$ cat src/rtl/vx_cluster_ctrl.sv
// Cluster launch controller: latches a start command, sequences staggered per-core
// reset release, waits for the cores to go idle and for reads to drain, then reports done/error.
module vx_cluster_ctrl #(
    parameter int NUM_CORES  = 4,
    parameter int ADDR_WIDTH = 32,
    parameter int RESET_HOLD = 8,
    parameter int STAGGER    = 2,
    parameter int TMO_WIDTH  = 16,
    parameter int OUTS_WIDTH = 8
) (
    input  logic                  clk,
    input  logic                  reset,
    input  logic                  start_valid,
    input  logic [ADDR_WIDTH-1:0] start_addr,
    output logic                  start_ready,
    input  logic                  abort,
    input  logic [TMO_WIDTH-1:0]  timeout_limit,
    output logic [ADDR_WIDTH-1:0] startup_addr,
    output logic [NUM_CORES-1:0]  core_reset,
    input  logic [NUM_CORES-1:0]  core_busy,
    input  logic                  mem_rd_fire,
    input  logic                  mem_rsp_fire,
    output logic                  busy,
    output logic                  done,
    output logic                  error,
    output logic                  proto_err,
    output logic [2:0]            state
);

    localparam int LAST_REL = (NUM_CORES - 1) * STAGGER;
    localparam int CNT_MAX  = (RESET_HOLD > LAST_REL) ? RESET_HOLD : LAST_REL;
    localparam int CNT_W    = $clog2(CNT_MAX + 1);

    typedef enum logic [2:0] {
        S_IDLE    = 3'd0,
        S_HOLD    = 3'd1,
        S_RELEASE = 3'd2,
        S_RUN     = 3'd3,
        S_DRAIN   = 3'd4,
        S_DONE    = 3'd5
    } state_t;

    state_t                state_q, state_d;
    logic [CNT_W-1:0]      cnt_q, cnt_d;
    logic [NUM_CORES-1:0]  core_reset_q, core_reset_d;
    logic [ADDR_WIDTH-1:0] addr_q, addr_d;
    logic [TMO_WIDTH-1:0]  tmo_q, tmo_d, tmo_inc;
    logic [OUTS_WIDTH-1:0] outs_q, outs_d;
    logic                  idle_q, idle_d;
    logic                  error_q, error_d;
    logic                  perr_q, perr_d;
    logic                  accept, in_launch, timed_out, stop_req;

    assign accept    = start_valid && (state_q == S_IDLE);
    assign tmo_inc   = tmo_q + 1'b1;
    assign in_launch = (state_q == S_HOLD) || (state_q == S_RELEASE) || (state_q == S_RUN);
    assign timed_out = (state_q == S_RUN) && (timeout_limit != '0) && (tmo_inc == timeout_limit);
    assign stop_req  = in_launch && (abort || timed_out);

    always_ff @(posedge clk or negedge reset) begin
        if (!reset) begin
            state_q      <= S_IDLE;
            cnt_q        <= '0;
            core_reset_q <= '1;
            addr_q       <= '0;
            tmo_q        <= '0;
            outs_q       <= '0;
            idle_q       <= 1'b0;
            error_q      <= 1'b0;
            perr_q       <= 1'b0;
        end else begin
            state_q      <= state_d;
            cnt_q        <= cnt_d;
            core_reset_q <= core_reset_d;
            addr_q       <= addr_d;
            tmo_q        <= tmo_d;
            outs_q       <= outs_d;
            idle_q       <= idle_d;
            error_q      <= error_d;
            perr_q       <= perr_d;
        end
    end

    always_comb begin
        state_d      = state_q;
        cnt_d        = cnt_q;
        core_reset_d = core_reset_q;
        addr_d       = addr_q;
        error_d      = error_q;
        tmo_d        = tmo_q;
        idle_d       = idle_q;
        case (state_q)
            S_IDLE: begin
                if (accept) begin
                    addr_d       = start_addr;
                    error_d      = 1'b0;
                    cnt_d        = '0;
                    core_reset_d = '1;
                    state_d      = S_HOLD;
                end
            end
            S_HOLD: begin
                if (cnt_q == CNT_W'(RESET_HOLD - 1)) begin
                    cnt_d   = '0;
                    state_d = S_RELEASE;
                end else begin
                    cnt_d = cnt_q + 1'b1;
                end
            end
            S_RELEASE: begin
                cnt_d = cnt_q + 1'b1;
                for (int i = 0; i < NUM_CORES; i++) begin
                    if (cnt_q == CNT_W'(i * STAGGER)) core_reset_d[i] = 1'b0;
                end
                if (cnt_q == CNT_W'(LAST_REL)) begin
                    tmo_d   = '0;
                    idle_d  = 1'b0;
                    state_d = S_RUN;
                end
            end
            S_RUN: begin
                tmo_d  = tmo_inc;
                // Idle must be observed on two consecutive cycles to filter single-cycle gaps.
                idle_d = (core_busy == '0);
                if (idle_q && (core_busy == '0)) state_d = S_DRAIN;
            end
            S_DRAIN: begin
                if (outs_q == '0) begin
                    core_reset_d = '1;
                    state_d      = S_DONE;
                end
            end
            S_DONE:  state_d = S_IDLE;
            default: state_d = S_IDLE;
        endcase
        if (stop_req) begin
            core_reset_d = '1;
            error_d      = 1'b1;
            state_d      = S_DRAIN;
        end
    end

    // Outstanding-read tracking runs in every state, independent of the launch FSM.
    always_comb begin
        outs_d = outs_q;
        perr_d = accept ? 1'b0 : perr_q;
        if (mem_rd_fire && !mem_rsp_fire) begin
            if (outs_q != '1) outs_d = outs_q + 1'b1;
        end else if (!mem_rd_fire && mem_rsp_fire) begin
            if (outs_q == '0) perr_d = 1'b1;
            else              outs_d = outs_q - 1'b1;
        end
    end

    assign start_ready  = (state_q == S_IDLE);
    assign busy         = (state_q != S_IDLE);
    assign done         = (state_q == S_DONE);
    assign error        = error_q;
    assign proto_err    = perr_q;
    assign startup_addr = addr_q;
    assign core_reset   = core_reset_q;
    assign state        = state_q;

endmodule

$ cat config.mk
export PLATFORM = sky130hd
export DESIGN_NAME = vx_cluster_ctrl
export DESIGN_NICKNAME = d
export VERILOG_FILES = /design/src/rtl/vx_cluster_ctrl.sv
export SDC_FILE = /design/constraint.sdc
export NUM_CORES = 1
export LEC_CHECK = 0
export ABC_AREA = 0
export BUFFER_PORTS_ARGS = -buffer_cell sky130_fd_sc_hd__buf_2
export CORE_ASPECT_RATIO = 1.75
export CORE_MARGIN = 5
export CORE_UTILIZATION = 58
export DETAILED_ROUTE_END_ITERATION = 12
export PLACE_DENSITY = 0.91
export REMOVE_ABC_BUFFERS = 1
export SLEW_MARGIN = 20
export SYNTH_ARGS = -nofsm -noshare
export SYNTH_HDL_FRONTEND = slang
export SYNTH_SLANG_ARGS = --single-unit
$ cat constraint.sdc
create_clock -name clk -period 4.56 [get_ports clk]
set_input_delay 0.456 -clock clk [delete_from_list [all_inputs] [get_ports clk]]
set_output_delay 0.456 -clock clk [all_outputs]
set_load 0.01 [all_outputs]
==> impl_metrics.tcl, run 1 <==
set metrics [dict create \
    period_minus_slack_ps 2844 \
    grt_first_pass_wirelength_mm 16.79 \
    busiest_layer "met2" \
    die-area_um2 8687 \
    layout-drive-gt1-share_pct 24.06 \
    post_drt_wl_per_cell_um 15.42 \
    cts-buffers-inserted 9 \
    rows 40 \
    worst-setup-path-type "flop to flop" \
    status "completed" \
    synth_area_leaders "dfrtp_1 41%, nand2_1 12%, o21ai_0 4.8%, xnor2_1 4.6%, ha_1 3.1%" \
    synth-edff-count 0 \
    ios 102 \
    syn_area_um2 3981 \
    grt_start_max_net_pins 43 \
    cts-root-buf "clkbuf_16" \
    place_ws_ps 1658 \
    use_met1_pct 27.43 \
    antenna_cells 0 \
    grt_pass1_vias 3781 \
    nNetsFinal 621 \
    grt_overflow 0 \
    worstMarginPinSlew_ps 1056 \
    clk_pin_slew_ps 50 \
    synthCells 461 \
    p_leak_nw 2.339 \
    final_max_slew_viol_count 0 \
    drv_cap 0 \
    area_growth_pct 21.56 \
    worst_ep_required_time_ps 4810 \
    cp_max_fo 17 \
    synthArstFlopShare_pct 100.0 \
    max_freq_mhz 351.6 \
    yosys.area.top_type_share_pct 41.48 \
    cts_resized 0 \
    cts_setup_buffers 0 \
    synth_cell_type_count 51 \
    fin_tns_setup_ps 0 \
    grt_usage_pct 24.38 \
    yosysSeqAreaShare_pct 44.12 \
    worstPathCellList "nor2b_1, nand2_1, nor4_1, and4_1, a41oi_4, o31ai_4, o21bai_1" \
    slowest_delay_ps 570 \
    clock_sinks 70 \
    cts_max_level 3 \
    critical_path.top_delay_family "simple AND/OR/NAND/NOR gates" \
    die_height_um 119.6 \
    postCtsHoldBufs 0 \
    firstDrtPassIters 5 \
    hpwlAfterDp_mm 7.371 \
    ir_worst_vdd_v 0.0004654 \
    dieWidth_um 72.63 \
    hold_ws_ps 270.8 \
    synth_ff_type "dfrtp_1" \
    cp_num_buf_inv 0 \
    worstSkewPairLatency_ps 330 \
    power.density_nw_per_um2 560.2 \
    layout_setup_ws_ps 1716 \
    initial_core_util_pct 58.49 \
    use_met2_pct 41.52 \
    critical_path.startpoint_type "flop" \
    postRouteAntennaNets 0 \
    yosysTopAreaCell "dfrtp_1" \
    hold_path.class "primary input to async pin" \
    hold_viol_final 0 \
    core_area_um2 6807 \
    ys_ff_latch 70 \
    cts_tree "done" \
    cts_buffer_depth 2 \
    routabilityCongestion 0.8992 \
    antenna_found_initial 0 \
    grtUsageMet3_pct 6.538 \
    fin_skew_ps 4.938 \
    post-route-drc-count 0 \
    arrival_ps 3100 \
    vias_per_cell 5.727 \
    crit_path_end_kind "flop" \
    cp_slowest_cell "dfrtp_1" \
    drt-total-wl_mm 9.886 \
    rsz0062_at_grt "false" \
    route.vias.total 3671 \
    drtIter0Drc 171 \
    syn-mean-instance-area_um2 8.636 \
    period_share_pct 62.37 \
    io_buffers 101 \
    finalSetupViolCount 0 \
    ys.warnings.count 0 \
    relSlewSlack_pct 29.40 \
]
==> cells in the mapped netlist, types with 4 or more instances <==
library cell,number
a21oi_1,23
and2_1,6
and3_1,4
and4_1,4
clkbuf_1,18
dfrtp_1,66
dfstp_2,4
ha_1,10
inv_1,12
nand2_1,122
nand2b_1,4
nand3_1,13
nand4_1,7
nor2_1,29
nor3_1,4
nor4_1,10
o21ai_0,38
o21bai_1,6
o31ai_1,4
xnor2_1,21
xor2_1,7
==> metal layers <==
layer / up-vias / routed length, um
li1: 1765 / -
met1: 1754 / 3773
met2: 127 / 5155
met3: 25 / 635
met4: 0 / 322
met5: - / 0
==> registers in the layout, indices dropped and copies added, names as in the netlist <==
register / count
cnt_q: 4
core_reset: 4
error: 1
idle_q: 1
outs_q: 8
proto_err: 1
startup_addr: 32
state: 3
tmo_q: 16
==> cell families (layout without fill, tap and decap cells) <==
| group | after synthesis | after routing | share of synthesized area, % |
|---|---|---|---|
| flip-flops | 70 | 70 | 44.12 |
| XOR/XNOR | 28 | 28 | 6.160 |
| buffers and inverters | 35 | 131 | 3.551 |
| multiplexers | 4 | 4 | 1.100 |
| AO/OA/AOI/OAI | 91 | 91 | 14.33 |
| adder cells (fa/ha/maj) | 11 | 11 | 3.646 |
| AND/OR/NAND/NOR | 222 | 222 | 27.09 |
==> final timing paths <==
kind	cells after the start	slack [ps]	end	startpoint
hold / removal	1	270	tmo_q[2]	reset
setup / recovery	7	1720	core_reset[0]	state[2]
min in group clk	3	310	startup_addr[17]	start_addr[17]
max in group asynchronous	2	3350	tmo_q[12]	reset
hold reg to reg	2	470	startup_addr[20]	startup_addr[20]
setup reg to reg	7	1720	core_reset[0]	state[2]
==> per-stage QoR <==
stage                     util, %  power [mW]  area (um2)  std cells
after global routing        71.10       2.901        4840        641
after detailed placement    66.21       1.943        4507        625
after global placement      66.21       1.894        4507        625
after floorplan                 -       1.569        3889        439
final                       71.10       2.711        4840        641
after CTS                   71.08       2.737        4838        641
==> worst reg2reg max path: stages (launching register included) <==
cell	delay, ps
dfrtp_1	570
nor2b_1	420
nand2_1	450
nor4_1	390
and4_1	270
a41oi_4	220
o31ai_4	290
o21bai_1	160
==> power breakdown <==
part / internal, mW / total, mW / switching (mW)
Sequential: 0.834 / 1.01 / 0.178
Combinational: 0.393 / 0.924 / 0.531
Clock: 0.533 / 0.775 / 0.242
Total: 1.76 / 2.71 / 0.951
==> layout by cell type, fill, tap and decap left out, drive strengths merged, types with 5 or more instances in the layout <==
master and count:
clkbuf 12, dfrtp 66, inv 12, buf 102
xor2 7, xnor2 21, nand2 122, nand3 14
a21oi 23, nand4 8, ha 10, and2 7
nor2 29, o31ai 5, o21ai 38, o21bai 6
nor4 15
==> layout make-up <==
class / count / area (um2)
fill: 536 / 1967
tap: 84 / 105.1
inverter: 13 / 48.80
sequential: 70 / 1757
timing repair buffer: 102 / 513.0
clock buffer: 12 / 236.5
multi-input combinational: 356 / 2085
clock inverter: 4 / 95.09
Note: power is estimated with default switching activity, not from simulation.
==> inputs of run 2 (changes only) <==
Settings changed: CORE_UTILIZATION 58 to 48, PLACE_DENSITY 0.91 to 0.81.
Clock period 4.56 ns to 2.6 ns, I/O delays scaled along.
==> impl_metrics.tcl, run 2 (synthesis results as in run 1) <==
set metrics [dict create \
    power.density_nw_per_um2 927.7 \
    post_drt_wl_per_cell_um 15.58 \
    placed_area_um2 4652 \
    max_freq_mhz 401.9 \
    place_ws_ps -26.75 \
    switching_power_mw 1.688 \
    intPower_mw 2.939 \
    cts_max_level 3 \
    die-area_um2 10290 \
    final_common_cell "nand2_1" \
    worstPathCellList "nand4_1, buf_4, nor4_2, xnor2_1, nor4_4, a41oi_4, buf_12, o31ai_4, o21bai_1" \
    dp.cells 651 \
    die_height_um 130.5 \
    antenna_cells 0 \
    initial_core_util_pct 48.54 \
    clk_pin_slew_ps 50 \
    largest_reg_flops 32 \
    drt-total-wl_mm 10.43 \
    fin_skew_ps 5.943 \
    combPwrFrac_pct 37.3 \
    worst-setup-path-type "flop to flop" \
    p_total_mw 4.627 \
    p_seq_share_pct 37.3 \
    cts_tree "done" \
    dieWidth_um 78.85 \
    slowest_delay_ps 480 \
    relSlewSlack_pct 35.17 \
    grt_start_max_net_pins 71 \
    fin_area_um2 4987 \
    ir_worst_vdd_v 0.0006628 \
    cts-root-buf "clkbuf_16" \
    hold_ws_ps 116.9 \
    nNetsFinal 641 \
    crit_path_end_kind "flop" \
    cts_buffer_depth 2 \
    core_area_um2 8203 \
    worst_ep_required_time_ps 2850 \
    postRouteAntennaNets 0 \
    grt_usage_pct 20.91 \
    layout_setup_ws_ps 111.8 \
    cp_max_fo 9 \
    ios 102 \
    final_max_slew_viol_count 0 \
    critical_path.startpoint_type "flop" \
    hpwlAfterDp_mm 7.787 \
    period_share_pct 95.70 \
    clkPwrFrac_pct 25.4 \
    drv_cap 0 \
    period_minus_slack_ps 2488 \
    post-route-drc-count 0 \
    area_growth_pct 25.27 \
    worstSkewPairLatency_ps 330 \
    finalSetupViolCount 0 \
    drtIter0Drc 225 \
    io_buffers 101 \
    worstMarginPinSlew_ps 972.4 \
    layout-drive-gt1-share_pct 27.21 \
    routabilityCongestion 1.013 \
    firstDrtPassIters 5 \
    p_sw_share_pct 36.49 \
    cts-buffers-inserted 9 \
    route.vias.total 3762 \
    grt_overflow 0 \
    antenna_found_initial 0 \
    status "completed" \
    rows 44 \
    vias_per_cell 5.623 \
    nFillCells 717 \
    clock_sinks 70 \
    cp_slowest_cell "dfrtp_1" \
    hold_viol_final 0 \
    hold_path.class "primary input to flop" \
    grt_pass1_vias 3751 \
    p_leak_nw 2.445 \
    arrival_ps 2740 \
    stdcell_count 669 \
    layout_common_cells "122 x nand2_1, 101 x buf_2, 64 x dfrtp_1" \
    grt_first_pass_wirelength_mm 16.94 \
    rsz0062_at_grt "false" \
]
run 2: changes by cell type in the layout (fill, tap and decap cells not counted), sizes merged:
cell / previous run / this run
buf: 102 / 122
bufinv: 3 / 1
clkinv: 2 / 3
clkinvlp: 0 / 1
run 2: area by class of cell:
class	instances	area (um2)	area share (%)
multi-input cells	356	2105	42.20
well taps	92	115.1	2.308
flip-flops and latches	70	1759	35.27
clock inverters	4	47.55	0.9533
clock buffers	12	236.5	4.742
inverters	13	48.80	0.9784
repair buffers	122	675.6	13.55
run 2: final timing paths:
kind                                        from               end  slack [ps]  cells past startpoint
worst min-delay path              start_addr[10]  startup_addr[10]         120                      3
worst min register to register  startup_addr[10]  startup_addr[10]         470                      2
min in group asynchronous                  reset          tmo_q[5]         140                      2
max in group asynchronous                  reset          tmo_q[7]        1810                      2
worst max register to register          tmo_q[2]     core_reset[2]         110                      9
worst max-delay path                    tmo_q[2]     core_reset[2]         110                      9
run 2: power groups by stage:
| stage | sequential [mW] | clock (mW) | combinational (mW) |
|---|---|---|---|
| 3_5_place_dp | 1.73 | 0 | 1.74 |
| 4_1_cts | 1.72 | 1.20 | 1.75 |
| 5_1_grt | 1.77 | 1.25 | 1.94 |
| 6_report | 1.72 | 1.18 | 1.72 |
| 2_1_floorplan | 1.86 | 0 | 0.890 |
| 3_3_place_gp | 1.71 | 0 | 1.67 |
run 2: per-stage QoR:
stage               utilization [%]  TNS [ps]
floorplan                         -         0
detailed placement            56.71    -26.75
global route                  60.80         0
global placement              56.71         0
CTS                           60.42         0
finish                        60.80         0
run 2: worst max-delay path: cells and delay by family, from the launching register on:
family                    cells  cell delay (ps)
DFF                           1              480
xor gates and xnor gates      1              180
and+or+nand+nor               3              800
AOI/OAI and AO/OA             3              570
buffers and inverters         2              370
run 2: repair_timing:
item / 4_1_cts / 5_1_grt
pin swaps: 1 / 1
gates resized for setup: 0 / 6
buffers inserted: 1 / 1
endpoints found under the setup margin: 1 / 6
hold buffers: 0 / 0
run 2: layer usage:
layer	GRT usage (%)	part of all wire (%)
met2	36.25	53
met5	0	0
met4	11.54	2.4
met1	23.56	38
met3	5.007	6.3
